### src/rtl/rr_arbiter4_if.sv
// rtl/rr_arbiter4_if.sv - request/grant bundle between requesters and the round-robin arbiter
interface rr_arbiter4_if;
  logic [3:0] req;
  logic [3:0] gnt;
  logic [1:0] sel;
  logic       busy;

  modport slave (
    input  req,
    output gnt,
    output sel,
    output busy
  );

  modport master (
    output req,
    input  gnt,
    input  sel,
    input  busy
  );
endinterface

### src/rtl/rr_arbiter4.sv
// rtl/rr_arbiter4.sv - four-way round-robin arbiter with bounded hold time for a shared 4:1 mux
module rr_arbiter4 #(
  parameter int MAX_HOLD = 4,
  parameter int CNT_W    = 3
) (
  input  logic          clk,
  input  logic          reset,
  rr_arbiter4_if.slave  bus
);

  typedef enum logic {IDLE, GRANT} state_t;

  localparam logic [CNT_W-1:0] HOLD_LAST = CNT_W'(MAX_HOLD - 1);

  state_t           state, state_n;
  logic [3:0]       gnt_q, gnt_n;
  logic [1:0]       sel_q, sel_n;
  logic [1:0]       last_q, last_n;
  logic [CNT_W-1:0] cnt_q, cnt_n;

  logic [1:0]       pick_base;
  logic [3:0]       pick_req;
  logic [1:0]       win;
  logic [3:0]       others;
  logic             owner_req;

  // First requester strictly after base, wrapping; base itself is checked last.
  function automatic logic [1:0] rr_pick(input logic [1:0] base, input logic [3:0] r);
    logic [1:0] idx;
    logic [1:0] w;
    logic       found;
    w     = base;
    found = 1'b0;
    for (int k = 1; k <= 4; k++) begin
      idx = base + 2'(k);
      if (!found && r[idx]) begin
        w     = idx;
        found = 1'b1;
      end
    end
    return w;
  endfunction

  assign others    = bus.req & ~gnt_q;
  assign owner_req = bus.req[sel_q];
  assign pick_base = (state == IDLE) ? last_q : sel_q;
  assign pick_req  = (state == IDLE) ? bus.req : others;
  assign win       = rr_pick(pick_base, pick_req);

  always_ff @(posedge clk or posedge reset) begin
    if (reset) begin
      state  <= IDLE;
      gnt_q  <= 4'b0000;
      sel_q  <= 2'b00;
      last_q <= 2'd3;
      cnt_q  <= '0;
    end else begin
      state  <= state_n;
      gnt_q  <= gnt_n;
      sel_q  <= sel_n;
      last_q <= last_n;
      cnt_q  <= cnt_n;
    end
  end

  always_comb begin
    state_n = state;
    gnt_n   = gnt_q;
    sel_n   = sel_q;
    last_n  = last_q;
    cnt_n   = cnt_q;
    case (state)
      IDLE: begin
        if (bus.req != 4'b0000) begin
          state_n = GRANT;
          gnt_n   = 4'b0001 << win;
          sel_n   = win;
          last_n  = win;
          cnt_n   = '0;
        end
      end
      GRANT: begin
        if (!owner_req && others != 4'b0000) begin
          gnt_n  = 4'b0001 << win;
          sel_n  = win;
          last_n = win;
          cnt_n  = '0;
        end else if (!owner_req) begin
          // sel is left alone so the mux keeps pointing at the last owner
          state_n = IDLE;
          gnt_n   = 4'b0000;
          cnt_n   = '0;
        end else if (others != 4'b0000 && cnt_q == HOLD_LAST) begin
          gnt_n  = 4'b0001 << win;
          sel_n  = win;
          last_n = win;
          cnt_n  = '0;
        end else if (cnt_q != HOLD_LAST) begin
          cnt_n = cnt_q + 1'b1;
        end
      end
      default: begin
        state_n = IDLE;
        gnt_n   = 4'b0000;
      end
    endcase
  end

  assign bus.gnt  = gnt_q;
  assign bus.sel  = sel_q;
  assign bus.busy = (gnt_q != 4'b0000);

endmodule
### src/flat_wrapper.sv
// flat-port wrapper written by rule: the top's interface ports become plain ports
module rr_arbiter4_flat 
#(
  parameter int MAX_HOLD = 4,
  parameter int CNT_W    = 3
)
  (clk, reset, bus_req, bus_gnt, bus_sel, bus_busy);
  rr_arbiter4_if bus_i ();
  input  logic clk;
  input  logic reset;
  input wire logic [$bits(bus_i.req)-1:0] bus_req;
  output wire logic [$bits(bus_i.gnt)-1:0] bus_gnt;
  output wire logic [$bits(bus_i.sel)-1:0] bus_sel;
  output wire logic [$bits(bus_i.busy)-1:0] bus_busy;
  assign bus_i.req = bus_req;
  assign bus_gnt = bus_i.gnt;
  assign bus_sel = bus_i.sel;
  assign bus_busy = bus_i.busy;
  rr_arbiter4 #(.MAX_HOLD(MAX_HOLD), .CNT_W(CNT_W)) u_core (.clk(clk), .reset(reset), .bus(bus_i));
endmodule
### config.mk
export PLATFORM = sky130hd
export DESIGN_NAME = rr_arbiter4_flat
export DESIGN_NICKNAME = d
export VERILOG_FILES = /design/src/rtl/rr_arbiter4_if.sv /design/src/rtl/rr_arbiter4.sv /design/src/flat_wrapper.sv
export SDC_FILE = /design/constraint.sdc
export NUM_CORES = 1
export LEC_CHECK = 0
export ABC_AREA = 0
export CAP_MARGIN = 40
export CORE_MARGIN = 5
export CORE_UTILIZATION = 40
export CTS_CLUSTER_SIZE = 12
export DETAILED_ROUTE_END_ITERATION = 8
export SETUP_SLACK_MARGIN = 0.4
export SLEW_MARGIN = 40
export SYNTH_ARGS = -nofsm -noshare
export SYNTH_HDL_FRONTEND = slang
export SYNTH_SLANG_ARGS = --single-unit
### constraint.sdc
create_clock -name clk -period 4.2 [get_ports clk]
set_clock_uncertainty 0.15 [all_clocks]
set_input_delay 0.84 -clock clk [delete_from_list [all_inputs] [get_ports clk]]
set_output_delay 0.84 -clock clk [all_outputs]
set_load 0.02 [all_outputs]
After elaboration in Yosys (flattened, before gate mapping)

Index checks and enable logic that the tools add are counted.

Register bits: 12
Input bits: 6
Output and inout bits: 7
Logic and storage cells: 79

Add/subtract/negate cells: 4
Magnitude comparators: 5
Equality and inequality tests: 7
Shift-type cells: 1
Mux-type cells: 39
Bitwise logic cells: 3
Reduce and logical (&&, ||, !) cells: 15

Operators with widths:

| operator              | number |
|---|---|
| $mux W4               | 5 |
| $mux W2               | 9 |
| $lt A2 B3 Y1 const B  | 5 |
| $mux W3               | 5 |
| $reduce_bool A4 Y1    | 3 |
| $mux W1               | 11 |
| $bmux W1 S2           | 5 |
| $pmux W4 S2           | 1 |
| $ne A3 B3 Y1 const B  | 2 |
| $pmux W3 S2           | 1 |
| $logic_and A1 B1 Y1   | 5 |
| $ne A5 B5 Y1 const B  | 1 |
| $add A2 B2 Y2 const B | 2 |
| $and A4 B4 Y4         | 1 |
| $logic_not A1 Y1      | 4 |
| $ne A4 B4 Y1 const B  | 1 |
| $not A4 Y4            | 1 |
| $pmux W2 S2           | 1 |
| $reduce_and A2 Y1     | 2 |
| $shl A1 B2 Y4 const A | 1 |
| $add A3 B1 Y3 const B | 1 |
| $eq A3 B2 Y1 const B  | 1 |
| $ne A3 B2 Y1 const B  | 1 |
| $reduce_and A3 Y1     | 1 |
| other kinds (4)       | 4 |

Depth between registers and ports, before layout

Gate-level depths: netlist (run 1).

Word-level depth: 20
Depth in mapped cells: 7
Depth with buffers taken out: 6

Worst setup path after synthesis (run 1)

Ideal clock, no wire load.

Path kind: input to register
From: input bus_req[2]
To: register u_core.sel_q[0] (netlist: u_core.bus.sel[0])
Setup time: 125 ps
Arrival time: 1858 ps
Data required time: 3925 ps
Slack: 2068 ps
Cell stages on the path: 5
Buffers on the path: 0
Path through: a21bo_2 a221oi_2 a22oi_2 or2_4 mux2_2

Cells in the longest elaborated chain, start to end: 18
Elaborated cells on any way between the ends: 39
Classes of those cells: eq/ne (3); mux (23); bitwise (1); reduce/logical (12)

RTL lines:

| item                          | RTL line           | source |
|---|---|---|
| from (decl)                   | flat_wrapper.sv:11 | `input wire logic [$bits(bus_i.req)-1:0] bus_req;` |
| $and A4 B4 Y4                 | rr_arbiter4.sv:44  | `assign others = bus.req & ~gnt_q;` |
| $mux W4                       | rr_arbiter4.sv:47  | `assign pick_req = (state == IDLE) ? bus.req : others;` |
| $bmux W1 S2                   | rr_arbiter4.sv:36  | `if (!found && r[idx]) begin` |
| $mux W1 (implied by the code) | rr_arbiter4.sv:36  |  |
| $mux W1                       | rr_arbiter4.sv:36  |  |
| $logic_not A1 Y1              | rr_arbiter4.sv:36  |  |
| $logic_and A1 B1 Y1           | rr_arbiter4.sv:36  |  |
| $mux W1                       | rr_arbiter4.sv:36  |  |
| [... 2 more ...]              | n/a                |  |
| $mux W1                       | rr_arbiter4.sv:36  |  |
| $logic_not A1 Y1              | rr_arbiter4.sv:36  |  |
| $logic_and A1 B1 Y1           | rr_arbiter4.sv:36  |  |
| $mux W2                       | rr_arbiter4.sv:36  |  |
| $mux W2                       | rr_arbiter4.sv:93  | `end else if (others != 4'b0000 && cnt_q == HOLD_LAST) begin` |
| $mux W2                       | rr_arbiter4.sv:88  | `end else if (!owner_req) begin` |
| $mux W2                       | rr_arbiter4.sv:83  | `if (!owner_req && others != 4'b0000) begin` |
| $pmux W2 S2                   | rr_arbiter4.sv:72  | `case (state)` |
| to (signal assigned)          | rr_arbiter4.sv:60  | `sel_q <= sel_n;` |
| to (decl)                     | rr_arbiter4.sv:17  | `logic [1:0] sel_q, sel_n;` |

Several ways; a longest one is shown, not always the timed one. The select of a mux whose other input is x is not followed.
A chain may end at the register's enable or synchronous reset.

Final worst setup path (run 1)

From: register u_core.gnt_q[0] (netlist: u_core.bus.gnt[0])
To: output bus_busy

Cells in the longest elaborated chain, start to end: 1

RTL lines:

| item                   | RTL line           | source |
|---|---|---|
| from (decl)            | rr_arbiter4.sv:16  | `logic [3:0] gnt_q, gnt_n;` |
| from (signal assigned) | rr_arbiter4.sv:59  | `gnt_q <= gnt_n;` |
| $reduce_bool A4 Y1     | rr_arbiter4.sv:111 | `assign bus.busy = (gnt_q != 4'b0000);` |
| to (decl)              | flat_wrapper.sv:14 | `output wire logic [$bits(bus_i.busy)-1:0] bus_busy;` |

No other way between the ends.

==> reports/qor.csv, run 1 <==
metric,value,unit
status,"complete, no violations",
Pins Over Slew Limit,0,
slew at the pin closest to its max-slew limit,0.589,ns
pin count of the biggest net entering global routing,19,
number of cell rows,16,
Clock Pin Slew Worst Setup and Hold Paths,0.07,ns
Cell variety after synth,40,
"most common cell after layout, fill and taps aside",clkdlybuf4s50_1,
Worst Setup End Kind,output pin,
sequential fraction of the synthesis area,36.6,%
clock share of power,9.5,%
Placeable Area,1960,um^2
"FFs w/ async S/R, synth",100,%
crit start category,register,
"Worst Path Class, Setup",register to output pin,
crit path max fanout,6,
unrepaired setup endpoints after global routing,no,
crit path DAT,1.80,ns
Final HPWL DP,1.38,mm
clk_lat worst skew,0.26,ns
syn_area_per_cell,10.2,um^2
cell area after synthesis,827,um^2
Mapped Cells,81,
vias in the first global route,662,
Rel. slew slack,60.7,%
Setup TNS,0,ns
WP buf/inv,1,
Die Span Y,55.5,um
initial core utilization,42.2,%
# DRC,0,
Switching Power,301,uW
Int Power,400,uW
die width,55.5,um
CP cell instances,or4_1 -> clkdlybuf4s50_1,
Final GP Congestion,0.819,
FMAX,358,MHz
max-cap viol count,0,
Ys Warns,0,
worst-case clock buffer depth,2,
nets,103,
CTS resizes,0,
Setup Buffers After CTS,0,
combinational power share,58.0,%
worst setup margin,1.41,ns
Final ANT Viol Nets,0,
placed cell count,118,
"Net Count, Synth",88,
internal reg-to-reg setup slack,1.99,ns
fraction of layout cells with a size suffix above 1,19.1,%
fin util,49.6,%
gr usage total,12.7,%
Cell Pwr Density,720,nW/um^2
Final Instance Count excl. Fillers,121,
Avg WL per Cell,15.1,um
Layout area overhead,17.5,%
crit share post-route,66.5,%
Via density,5.58,
hold buffer count at CTS,0,
1st-iter DRT viols,19,
Sw Ratio,42.9,%
maximum VDD drop,370,uV
Max stage delay on crit path,0.55,ns
die area,3080,um^2
IO Count,13,
"worst slack, placed",1.33,ns
H-tree level count,1,
most frequent cells in the layout,"clkdlybuf4s50_1, dfrtp_1, nand2_1, nand2b_1, o31ai_1",
total gr overflow,0,
initial antenna violation count,0,
clock root buffer,clkbuf_4,
Final setup viols,0,
number of flops mapped to enable cells by yosys,0,
hold_ws,0.331,ns
endpoints failing hold,0,
WP data required,3.21,ns
P_leak,0.000409,uW
Vias,675,
"flops & latches, synth",12,
drt first pass iters,4,
Num CTS Buffers,3,
total wire length,1.83,mm
Hold WC Path Type,register to register,
fin crit period,2.79,ns
CTS tree,done,
antenna cells,0,
Flop pwr share,32.5,%
slowest CP cell,clkdlybuf4s50_1,
PortBufs,12,
clock sinks,12,
Most used DFF post-synth,dfrtp_1,
global-route wire length before repair,3.17,mm
family with the most delay on the worst path,buffers and inverters,
-- synth_stat cells, types with 2 or more instances --
| library cell | n | area (um^2) |
|---|---|---|
| o21a_1 | 2 | 15.0 |
| nand2_1 | 9 | 33.8 |
| inv_1 | 3 | 11.3 |
| nand2b_1 | 5 | 31.3 |
| mux2i_1 | 2 | 20.0 |
| o31ai_1 | 5 | 37.5 |
| dfstp_2 | 2 | 52.6 |
| a21boi_0 | 2 | 15.0 |
| mux2_2 | 2 | 22.5 |
| a21bo_2 | 3 | 30.0 |
| o21ai_0 | 4 | 20.0 |
| a21o_1 | 2 | 15.0 |
| nor2_1 | 4 | 15.0 |
| dfrtp_1 | 10 | 250 |
-- power by group through the flow --
stage / sequential, uW / combinational, uW / clock [uW]
6_report: 228 / 406 / 66.3
5_1_grt: 235 / 447 / 74.7
4_1_cts: 227 / 408 / 67.4
3_5_place_dp: 229 / 405 / 0
3_3_place_gp: 230 / 403 / 0
2_1_floorplan: 231 / 281 / 0
-- cell families after synthesis --
family,synth area share (%)
AOI/OAI and AO/OA,29.2
and+or+nand+nor,19.7
DFF,36.6
buffers and inverters,5.14
muxes,7.87
adders and majority gates,1.51
-- final cells by class --
type                       count  area (um^2)
clock buffer                   3         22.5
tap                           27         33.8
fill                         210          990
timing repair buffer          12          120
inverter                       3         11.3
sequential                    12          303
multi-input combinational     64          482
-- worst register-to-register path: cells and delay by family, from the launching register on --
kind                   cells  cell delay, ns
AOI/OAI and AO/OA          1            0.27
buffers and inverters      1            0.12
DFF                        1            0.72
muxes                      2            0.86
-- stage by stage --
stage,area [um^2],power [uW]
floorplan,827,513
finish,972,700
CTS,972,702
global placement,950,633
global route,972,756
detailed placement,950,634
-- flip-flops by register name, summed over array words and instances, names as in the netlist --
name and count:
u_core.bus.sel 2, u_core.last_q 2, u_core.bus.gnt 4, u_core.cnt_q 3
u_core.state 1
-- worst paths after layout --
kind                       depth (start not counted)               from                end
setup reg to reg                                   4       u_core.state  u_core.bus.gnt[1]
min in group asynchronous                          2              reset  u_core.bus.gnt[0]
setup / recovery                                   2  u_core.bus.gnt[0]           bus_busy
hold reg to reg                                    1    u_core.cnt_q[2]    u_core.cnt_q[2]
max in group asynchronous                          2              reset   u_core.last_q[1]
hold / removal                                     1    u_core.cnt_q[2]    u_core.cnt_q[2]
-- layer usage --
| layer | vias to the layer above | global-route usage [%] | routed length (um) |
|---|---|---|---|
| met3 | 2 | 2.56 | 82 |
| met1 | 310 | 17.7 | 930 |
| met4 | 0 | 6.94 | 16 |
| li1 | 339 | - | - |
| met5 | - | 0 | 0 |
| met2 | 24 | 18.2 | 804 |
Power figures use the tool's default switching activity.
==> run 2, diff against run 1 <==
==> constraint.sdc (replaced) <==
create_clock -name clk -period 2.3 [get_ports clk]
set_clock_uncertainty 0.15 [all_clocks]
set_input_delay 0.46 -clock clk [delete_from_list [all_inputs] [get_ports clk]]
set_output_delay 0.46 -clock clk [all_outputs]
set_load 0.02 [all_outputs]
==> run 2 against run 1 <==
Against the previous run:
- global-route usage rose by 1.3 points
- wire length rose by 11%
- setup slack got worse by 1.1 ns
- sequential cell count did not move
- cell count rose by 12%
- critical endpoint unchanged
- highest routed layer unchanged
==> reports/qor.csv, run 2 (synthesis gave the netlist of run 1 again) <==
metric,value,unit,change
initial core utilization,42.2,%,unchanged
crit path max fanout,6,,unchanged
crit start category,register,,
status,"complete, no violations",,
global-route wire length before repair,3.46,mm,+8.9%
max reg flops,4,,unchanged
Layout area overhead,34.8,%,
max-cap viol count,0,,unchanged
Num CTS Buffers,3,,unchanged
Clock Pin Slew Worst Setup and Hold Paths,0.07,ns,about the same
# DRC,0,,unchanged
H-tree level count,1,,unchanged
pin count of the biggest net entering global routing,15,,-4
hold buffer count at CTS,0,,unchanged
total wire length,2.04,mm,+11%
fin util,56.8,%,+7.3 points
P_leak,0.000498,uW,+22%
number of cell rows,16,,unchanged
Worst Setup End Kind,output pin,,
Cell Pwr Density,1290,nW/um^2,+80%
Pins Over Slew Limit,0,,unchanged
Final ANT Viol Nets,0,,unchanged
Avg WL per Cell,15.1,um,-0.44%
Fillers,199,,-5.2%
"most common cell after layout, fill and taps aside",buf_4,,
clock root buffer,clkbuf_4,,
WL met3,106,um,+29%
die width,55.5,um,unchanged
gr usage total,14.1,%,+1.3 points
clock sinks,12,,unchanged
Hold WC Path Type,input port to async pin,,
crit share post-route,86.5,%,
initial antenna violation count,0,,unchanged
total gr overflow,0,,unchanged
maximum VDD drop,725,uV,+96%
1st-iter DRT viols,6,,-13
Final HPWL DP,1.50,mm,+8.9%
most frequent cells in the layout,"buf_4, dlygate4sd2_1, nand2_1, dfrtp_1, nand2b_1",,
die area,3080,um^2,unchanged
crit path DAT,1.38,ns,-0.42 ns
endpoints failing hold,0,,unchanged
Final GP Congestion,0.816,,-0.40%
clk_lat worst skew,0.27,ns,about the same
Rel. slew slack,70.8,%,+10 points
fraction of layout cells with a size suffix above 1,39.8,%,+21 points
overall power,1440,uW,+110%
worst-case clock buffer depth,2,,unchanged
met1 WL,878,um,-5.6%
Die Span Y,55.5,um,unchanged
drt first pass iters,3,,-1
Via density,5.53,,-0.94%
nets,116,,+13%
Placeable Area,1960,um^2,unchanged
unrepaired setup endpoints after global routing,yes,,
antenna cells,0,,unchanged
fin crit period,1.99,ns,
"Worst Path Class, Setup",register to output pin,,
vias in the first global route,760,,+15%
FMAX,503,MHz,
IO Count,13,,unchanged
PortBufs,12,,unchanged
WP data required,1.69,ns,-1.52 ns
Final setup viols,0,,unchanged
met2 wire length,986,um,+23%
CTS tree,done,,
Vias,746,,+11%
slew at the pin closest to its max-slew limit,0.437,ns,-0.152 ns
Top Layer Used,met4,,
[run 2: worst max-delay path, cell delays in order, from the launching register on]
cell and delay, ns:
dfrtp_2 0.45, or4_4 0.52, buf_6 0.14
[run 2: final cells by class]
class | instances | area [um^2] | area share, %
Inverter | 3 | 11.3 | 1.01
Clock buffer | 4 | 36.3 | 3.25
Sequential cell | 12 | 305 | 27.4
Multi-Input combinational cell | 64 | 520 | 46.7
Timing Repair Buffer | 25 | 208 | 18.6
Tap cell | 27 | 33.8 | 3.03
[run 2: metal layers]
| metal | vias to the layer above | global-route usage [%] |
|---|---|---|
| met5 | - | 0 |
| met4 | 0 | 8.68 |
| met3 | 7 | 2.56 |
| met2 | 28 | 22.3 |
| met1 | 351 | 17.6 |
| li1 | 360 | - |
[run 2: repair_timing]
action                                  in CTS  in global routing
endpoints found under the hold margin        0                  0
setup buffers                                2                  3
gates resized for setup                     21                  7
endpoints found under the setup margin      18                  6
pin swaps                                    2                  2
[run 2: worst paths after layout]
check	start	to	slack, ns	cells after the start
max in group asynchronous	reset	u_core.last_q[1]	1.33	2
max	u_core.bus.gnt[3]	bus_busy	0.31	2
min in group clk	u_core.cnt_q[2]	u_core.cnt_q[2]	0.33	1
min	reset	u_core.bus.sel[0]	0.33	2
max reg2reg	u_core.state	u_core.bus.sel[0]	0.40	6
min reg2reg	u_core.cnt_q[2]	u_core.cnt_q[2]	0.33	1
[run 2: stage by stage]
stage | setup WS, ns | hold slack, ns | instances | TNS [ns] | cell area [um^2]
3_3_place_gp | -0.133 | 0.325 | 126 | -0.481 | 1010
2_1_floorplan | 0.432 | 0.173 | 81 | 0 | 827
3_5_place_dp | -0.126 | 0.323 | 126 | -0.412 | 1010
6_report | 0.310 | 0.332 | 135 | 0 | 1110
4_1_cts | 0.298 | 0.339 | 132 | 0 | 1060
5_1_grt | 0.276 | 0.369 | 135 | 0 | 1110
[run 2: power breakdown]
| part | switching, uW | internal, uW |
|---|---|---|
| sequential | 90.6 | 310 |
| combinational | 442 | 438 |
| clock | 65.1 | 96.2 |
